File: config.mk
export PLATFORM = sky130hd
export DESIGN_NAME = mem_lsu_flat
export DESIGN_NICKNAME = d
export VERILOG_FILES = /design/src/rtl/mem_lsu_pkg.sv /design/src/rtl/mem_lsu_if.sv /design/src/rtl/mem_lsu.sv /design/src/flat_wrapper.sv
export SDC_FILE = /design/constraint.sdc
export NUM_CORES = 1
export LEC_CHECK = 0
export ABC_AREA = 1
export BUFFER_PORTS_ARGS = -buffer_cell sky130_fd_sc_hd__buf_2
export CORE_UTILIZATION = 42
export DETAILED_ROUTE_END_ITERATION = 7
export PLACE_DENSITY = 0.77
export RECOVER_POWER = 50
export SLEW_MARGIN = 20
export SYNTH_ARGS = -nofsm -noshare
export SYNTH_HDL_FRONTEND = slang
export SYNTH_SLANG_ARGS = --single-unit
File: constraint.sdc
create_clock -name clk -period 1.4 [get_ports clk]
set_input_delay 0.14 -clock clk [delete_from_list [all_inputs] [get_ports clk]]
set_output_delay 0.14 -clock clk [all_outputs]
set_load 0.01 [all_outputs]
File: src/rtl/mem_lsu_pkg.sv
// Shared types and constants for the mem_lsu load/store unit.
// Data and address widths come from the A_BITS / D_BITS / MEMSIZE macros.
`ifndef A_BITS
`define A_BITS 8
`endif
`ifndef D_BITS
`define D_BITS 16
`endif
`ifndef MEMSIZE
`define MEMSIZE 64
`endif

package mem_lsu_pkg;

    localparam int AW    = `A_BITS;
    localparam int DW    = `D_BITS;
    localparam int CNT_W = 4;

    typedef enum logic [1:0] {
        IDLE,
        ISSUE,
        WAIT,
        RESP
    } state_t;

    typedef struct packed {
        logic [DW-1:0] rdata;
        logic          error;
    } rsp_t;

    // The counter holds the remaining read cycles after the first one.
    function automatic logic [CNT_W-1:0] lat_to_count(input int latency);
        return CNT_W'(latency - 1);
    endfunction

endpackage

File: src/rtl/mem_lsu_if.sv
// Request/response handshake between the execute stage (master) and mem_lsu (slave).
interface mem_lsu_if;
    import mem_lsu_pkg::*;

    logic          req_valid;
    logic          req_ready;
    logic          req_write;
    logic [AW-1:0] req_addr;
    logic [DW-1:0] req_wdata;
    logic          rsp_valid;
    logic          rsp_ready;
    logic [DW-1:0] rsp_rdata;
    logic          rsp_error;

    modport master (
        output req_valid, req_write, req_addr, req_wdata, rsp_ready,
        input  req_ready, rsp_valid, rsp_rdata, rsp_error
    );

    modport slave (
        input  req_valid, req_write, req_addr, req_wdata, rsp_ready,
        output req_ready, rsp_valid, rsp_rdata, rsp_error
    );

endinterface

File: src/rtl/mem_lsu.sv
// mem_lsu: one-at-a-time load/store sequencer for the data-memory port, all outputs registered.
// Optional build macro MEM_LSU_BOUNDS_CHECK_EN faults requests whose address is >= MEM_DEPTH.
module mem_lsu
    import mem_lsu_pkg::*;
#(
    parameter int READ_LATENCY = 1,
    parameter int MEM_DEPTH    = `MEMSIZE
) (
    input  logic          clk,
    input  logic          rst,
    mem_lsu_if.slave      bus,
    output logic          write,
    output logic          read,
    output logic [AW-1:0] address,
    output logic [DW-1:0] mem_data_in,
    input  logic [DW-1:0] mem_data_out
);

    if (READ_LATENCY < 1 || READ_LATENCY > (1 << CNT_W) - 1 || MEM_DEPTH < 1) begin : g_param_check
        $error("mem_lsu: READ_LATENCY must be 1..15 and MEM_DEPTH must be positive");
    end

    localparam logic [CNT_W-1:0] LAT_INIT = lat_to_count(READ_LATENCY);

    state_t           r_state;
    logic [CNT_W-1:0] r_cnt;
    logic             r_req_ready;
    logic             r_rsp_valid;
    rsp_t             r_rsp;
    logic             r_write;
    logic             r_read;
    logic [AW-1:0]    r_address;
    logic [DW-1:0]    r_wdata;

    state_t           w_state;
    logic [CNT_W-1:0] w_cnt;
    logic             w_req_ready;
    logic             w_rsp_valid;
    rsp_t             w_rsp;
    logic             w_write;
    logic             w_read;
    logic [AW-1:0]    w_address;
    logic [DW-1:0]    w_wdata;

`ifdef MEM_LSU_BOUNDS_CHECK_EN
    logic w_fault;
    assign w_fault = 32'(bus.req_addr) >= 32'(MEM_DEPTH);
`endif

    always_comb begin
        // NOTE: each next-value takes its register's value first, so no branch can infer a latch.
        w_state     = r_state;
        w_cnt       = r_cnt;
        w_req_ready = r_req_ready;
        w_rsp_valid = r_rsp_valid;
        w_rsp       = r_rsp;
        w_write     = r_write;
        w_read      = r_read;
        w_address   = r_address;
        w_wdata     = r_wdata;

        case (r_state)
            IDLE: begin
                if (bus.req_valid) begin
                    w_req_ready = 1'b0;
                    w_address   = bus.req_addr;
                    w_wdata     = bus.req_wdata;
                    w_rsp       = '0;
`ifdef MEM_LSU_BOUNDS_CHECK_EN
                    if (w_fault) begin
                        w_rsp.error = 1'b1;
                        w_rsp_valid = 1'b1;
                        w_state     = RESP;
                    end else
`endif
                    begin
                        w_write = bus.req_write;
                        w_read  = ~bus.req_write;
                        w_cnt   = LAT_INIT;
                        w_state = ISSUE;
                    end
                end
            end

            ISSUE, WAIT: begin
                if (r_write) begin
                    w_write     = 1'b0;
                    w_rsp_valid = 1'b1;
                    w_state     = RESP;
                end else if (r_cnt == '0) begin
                    // Last read cycle: the memory output is valid at this edge.
                    w_read      = 1'b0;
                    w_rsp.rdata = mem_data_out;
                    w_rsp_valid = 1'b1;
                    w_state     = RESP;
                end else begin
                    w_cnt   = r_cnt - 1'b1;
                    w_state = WAIT;
                end
            end

            RESP: begin
                if (bus.rsp_ready) begin
                    w_rsp_valid = 1'b0;
                    w_req_ready = 1'b1;
                    w_state     = IDLE;
                end
            end

            default: begin
                w_state = IDLE;
            end
        endcase
    end

    always_ff @(posedge clk) begin
        // NOTE: non-blocking assignments make every register sample the same pre-edge values.
        if (rst) begin
            r_state     <= IDLE;
            r_cnt       <= '0;
            r_req_ready <= 1'b1;
            r_rsp_valid <= 1'b0;
            r_rsp       <= '0;
            r_write     <= 1'b0;
            r_read      <= 1'b0;
            r_address   <= '0;
            r_wdata     <= '0;
        end else begin
            r_state     <= w_state;
            r_cnt       <= w_cnt;
            r_req_ready <= w_req_ready;
            r_rsp_valid <= w_rsp_valid;
            r_rsp       <= w_rsp;
            r_write     <= w_write;
            r_read      <= w_read;
            r_address   <= w_address;
            r_wdata     <= w_wdata;
        end
    end

    assign bus.req_ready = r_req_ready;
    assign bus.rsp_valid = r_rsp_valid;
    assign bus.rsp_rdata = r_rsp.rdata;
`ifdef MEM_LSU_BOUNDS_CHECK_EN
    assign bus.rsp_error = r_rsp.error;
`else
    assign bus.rsp_error = 1'b0;
`endif

    assign write       = r_write;
    assign read        = r_read;
    assign address     = r_address;
    assign mem_data_in = r_wdata;

endmodule

File: src/flat_wrapper.sv
// flat-port wrapper written by rule: the top's interface ports become plain ports
module mem_lsu_flat import mem_lsu_pkg::*;
#(
    parameter int READ_LATENCY = 1,
    parameter int MEM_DEPTH    = `MEMSIZE
)
  (clk, rst, write, read, address, mem_data_in, mem_data_out, bus_req_valid, bus_req_write, bus_req_addr, bus_req_wdata, bus_rsp_ready, bus_req_ready, bus_rsp_valid, bus_rsp_rdata, bus_rsp_error);
  mem_lsu_if bus_i ();
  input  logic clk;
  input  logic rst;
  output logic write;
  output logic read;
  output logic [AW-1:0] address;
  output logic [DW-1:0] mem_data_in;
  input  logic [DW-1:0] mem_data_out;
  input wire logic [$bits(bus_i.req_valid)-1:0] bus_req_valid;
  input wire logic [$bits(bus_i.req_write)-1:0] bus_req_write;
  input wire logic [$bits(bus_i.req_addr)-1:0] bus_req_addr;
  input wire logic [$bits(bus_i.req_wdata)-1:0] bus_req_wdata;
  input wire logic [$bits(bus_i.rsp_ready)-1:0] bus_rsp_ready;
  output wire logic [$bits(bus_i.req_ready)-1:0] bus_req_ready;
  output wire logic [$bits(bus_i.rsp_valid)-1:0] bus_rsp_valid;
  output wire logic [$bits(bus_i.rsp_rdata)-1:0] bus_rsp_rdata;
  output wire logic [$bits(bus_i.rsp_error)-1:0] bus_rsp_error;
  assign bus_i.req_valid = bus_req_valid;
  assign bus_i.req_write = bus_req_write;
  assign bus_i.req_addr = bus_req_addr;
  assign bus_i.req_wdata = bus_req_wdata;
  assign bus_i.rsp_ready = bus_rsp_ready;
  assign bus_req_ready = bus_i.req_ready;
  assign bus_rsp_valid = bus_i.rsp_valid;
  assign bus_rsp_rdata = bus_i.rsp_rdata;
  assign bus_rsp_error = bus_i.rsp_error;
  mem_lsu #(.READ_LATENCY(READ_LATENCY), .MEM_DEPTH(MEM_DEPTH)) u_core (.clk(clk), .rst(rst), .bus(bus_i), .write(write), .read(read), .address(address), .mem_data_in(mem_data_in), .mem_data_out(mem_data_out));
endmodule
==> flow_summary_export.csv <==
group,metric,value,unit
power,p_leak,1.36,nW
layout,drive_above_1_share,30.4,%
setup_path,crit_chain,"inv_2 -> ha_4 -> inv_4 -> nand2_4 -> nand2_4 -> nor2_4 -> nand2_4 -> nand2_1 -> a21oi_1",
power,swShare,43.1,%
run,max_cap_viol_count,0,
sta,fin_skew,8.11,ps
setup_path,crit_slowest_cell,"dfxtp_2",
status,status,"complete, but fails checks",
power,p_seq_share,27.2,%
floorplan,num_rows,25,
worst_hold_path,hp-class,"in2reg",
cts,root_buffer,"clkbuf_8",
placement,pre_cts_slack,-41.5,ps
cts,h-tree-depth,2,
drt,finalWirelength,5320,um
power,combPwrFrac,59.5,%
worst_hold_path,whs_path_depth,3,
cts,cts_hold_buf,0,
power,finalPower,0.00772,W
setup_path,rr_startpoint,"u_core.r_state[0]",
status,violations,"setup timing",
floorplan,design.die.area,5280,um^2
floorplan,fp.dieW,72.7,um
power,power_density,2600,nW/um^2
drt,dr.pass1.iters,4,
yosys,yosys-mux-area-fraction,0,%
worst_hold_path,worstHoldEndpoint,"u_core.mem_data_in[9]",
layout,finalNetCount,437,
yosys,syn_nets,333,
yosys,synthAdderAreaFrac,2.39,%
drt,antenna_left,0,
setup_path,regToRegSetupSlack,-140,ps
sta,hold_violations,0,
sta,layout_setup_ws,-139,ps
sta,max_freq,0.650,GHz
setup_path,worstPathRequired,1590,ps
drt,wl_per_cell,11.7,um
sta,slew_viol_final,0,
yosys,netlist_instances,284,
placement,hpwl,3460,um
yosys,yosysUniqueCellTypes,22,
layout,antenna_cells,0,
sta,period_share,110,%
cts,clock_path_buffers,2,
drt,vias_per_cell,4.77,
yosys,synth_top_family_by_area,"simple AND/OR/NAND/NOR gates",
worst_hold_path,min_from,"bus_req_wdata[9]",
yosys,ys_warn_count,0,
yosys,synthXorXnorAreaFrac,0,%
power,power.switching,0.00333,W
setup_path,reg2reg_to,"u_core.bus.rsp_rdata[5]",
cts,path_clk_slew,90,ps
placement,gp_congestion,0.828,
sta,setup_viol,20,
power,clkPwrFrac,13.3,%
yosys,synth_compound_area_share,11.4,%
floorplan,start_util,44.1,%
global_route,grt_pass1_wl,8070,um
yosys,netlist_area,2100,um^2
global_route,grt-ovfl-total,0,
sta,min_period,1540,ps
layout,final_common_cell,"nor2_1",
yosys,ys_seq_elements,50,
setup_path,crit_top_cell,"nand2_4",
floorplan,die_y,72.7,um
drt,drc_errors,0,
setup_path,path_class,"reg2reg",
global_route,grt_antenna_before_repair,0,
setup_path,endpoint_kind,"flop",
floorplan,io_pins,90,
setup_path,start_kind,"flop",
yosys,ys_seq_area_share,47.7,%
setup_path,critPathBufInv,2,
sta,rsz0062_at_grt,"yes",
yosys,avgSynthCellArea,7.39,um^2
cts,clock-sinks,50,
power,intPower,0.00439,W
yosys,synth-simple-area-share,29.6,%
setup_path,critical_path_arrival,1730,ps
floorplan,core_area,4750,um^2
layout,areaGrowthSynthToFinish,41.4,%
setup_path,cp_max_fo,8,
cts,cts_tree,"done",
layout,mostFrequentLayoutCells,"nor2_1, buf_2, dfxtp_1",
layout,fill_cells,437,
power,ir_drop,1.22,mV
cts,clkLatencyLatePin,300,ps
global_route,grt_max_degree,25,
setup_path,worstRegToRegCells,9,
global_route,grt_pass1_vias,1924,
drt,drt_first_iter_violations,91,
setup_path,cp_top_family,"simple AND/OR/NAND/NOR gates",
placement,io_buffers,88,
drt,dr_total_vias,2172,
global_route,grt.total_usage,19.5,%
setup_path,cpPeakStageDelay,340,ps
cts,cts_buffers,5,
-- tightest hold or removal path, stage by stage --
cell     delay [ps]
buf_2            70
o21ai_0          70
nor2_1           70
-- power by group through the flow --
stage	registers [W]	logic (W)	clock network (W)
floorplan	0.00227	0.00234	0
global placement	0.00210	0.00354	0
global route	0.00215	0.00503	0.00111
finish	0.00210	0.00460	0.00103
CTS	0.00208	0.00368	0.00105
detailed placement	0.00211	0.00360	0
-- routing by layer --
metal,global-route usage [%],share of wire (%),up-vias
met1,22.6,41,976
met4,7.41,1.0,0
met5,0,0,-
met3,6.91,8.2,6
li1,-,-,1109
met2,33.0,50,81
-- cell type report --
class / count / area, um^2 / share of cell area [%]
Clock buffer: 6 / 82.6 / 2.78
Clock inverter: 1 / 30.0 / 1.01
Inverter: 23 / 88.8 / 2.99
Multi-Input combinational cell: 199 / 1060 / 35.7
Sequential cell: 50 / 1000 / 33.8
Tap cell: 67 / 83.8 / 2.82
Timing Repair Buffer: 109 / 619 / 20.9
-- cell usage after synthesis, drive strengths merged --
cell    instances  share of area, %
a21oi          21               5.0
buf             8               3.2
clkbuf          7               1.3
clkinv          1              0.18
conb            1              0.18
dfxtp          50                48
ha              4               2.4
inv            22               4.1
nand2          52                11
nand3          24               5.7
nand3b          2              0.72
nand4           1              0.30
nor2           64                12
o21ai          27               6.4
-- repair_timing --
action	4_1_cts	5_1_grt
cloned	0	4
resized for setup	1	27
setup buffers	1	6
setup endpoints to repair	19	23
pin swaps	2	17
-- per-stage QoR --
step | instances | hold slack, ps | area [um^2] | util [%] | TNS (ps)
2_1_floorplan | 284 | 305 | 2110 | - | -999
3_3_place_gp | 437 | 389 | 2680 | 56.3 | 0
3_5_place_dp | 437 | 397 | 2680 | 56.3 | -471
4_1_cts | 445 | 83.0 | 2800 | 58.9 | -331
5_1_grt | 455 | 81.3 | 2970 | 62.4 | -3050
6_report | 455 | 87.5 | 2970 | 62.4 | -1750
-- worst max path at each step --
| stage | startpoint | depth (start not counted) | slack, ps | end |
|---|---|---|---|---|
| after floorplan | u_core.r_state[0] | 11 | -100 | u_core.bus.rsp_rdata[10] |
| after global placement | u_core.r_state[0] | 9 | 1 | u_core.read |
| after detailed placement | u_core.r_state[0] | 9 | -40 | u_core.bus.rsp_rdata[10] |
| after CTS | u_core.r_state[0] | 7 | -30 | u_core.read |
| after global routing | u_core.r_state[0] | 9 | -190 | u_core.bus.rsp_rdata[5] |
| final | u_core.r_state[0] | 9 | -140 | u_core.bus.rsp_rdata[5] |
-- registers in the layout, summed over array words and instances, names as in the netlist --
| signal | count |
|---|---|
| u_core.bus.rsp_valid | 1 |
| u_core.r_state | 2 |
| u_core.write | 1 |
| u_core.address | 8 |
| u_core.mem_data_in | 16 |
| u_core.read | 1 |
| u_core.bus.rsp_rdata | 16 |
| u_core.bus.req_ready | 1 |
| u_core.r_cnt | 4 |
-- logic make-up (layout without fill, tap and decap cells) --
family / Yosys count / in the layout
AOI/OAI and AO/OA: 48 / 48
buffers and inverters: 38 / 139
other: 1 / 1
and+or+nand+nor: 143 / 146
DFF: 50 / 50
adders and majority gates: 4 / 4
(Power assumes the default switching activity.)
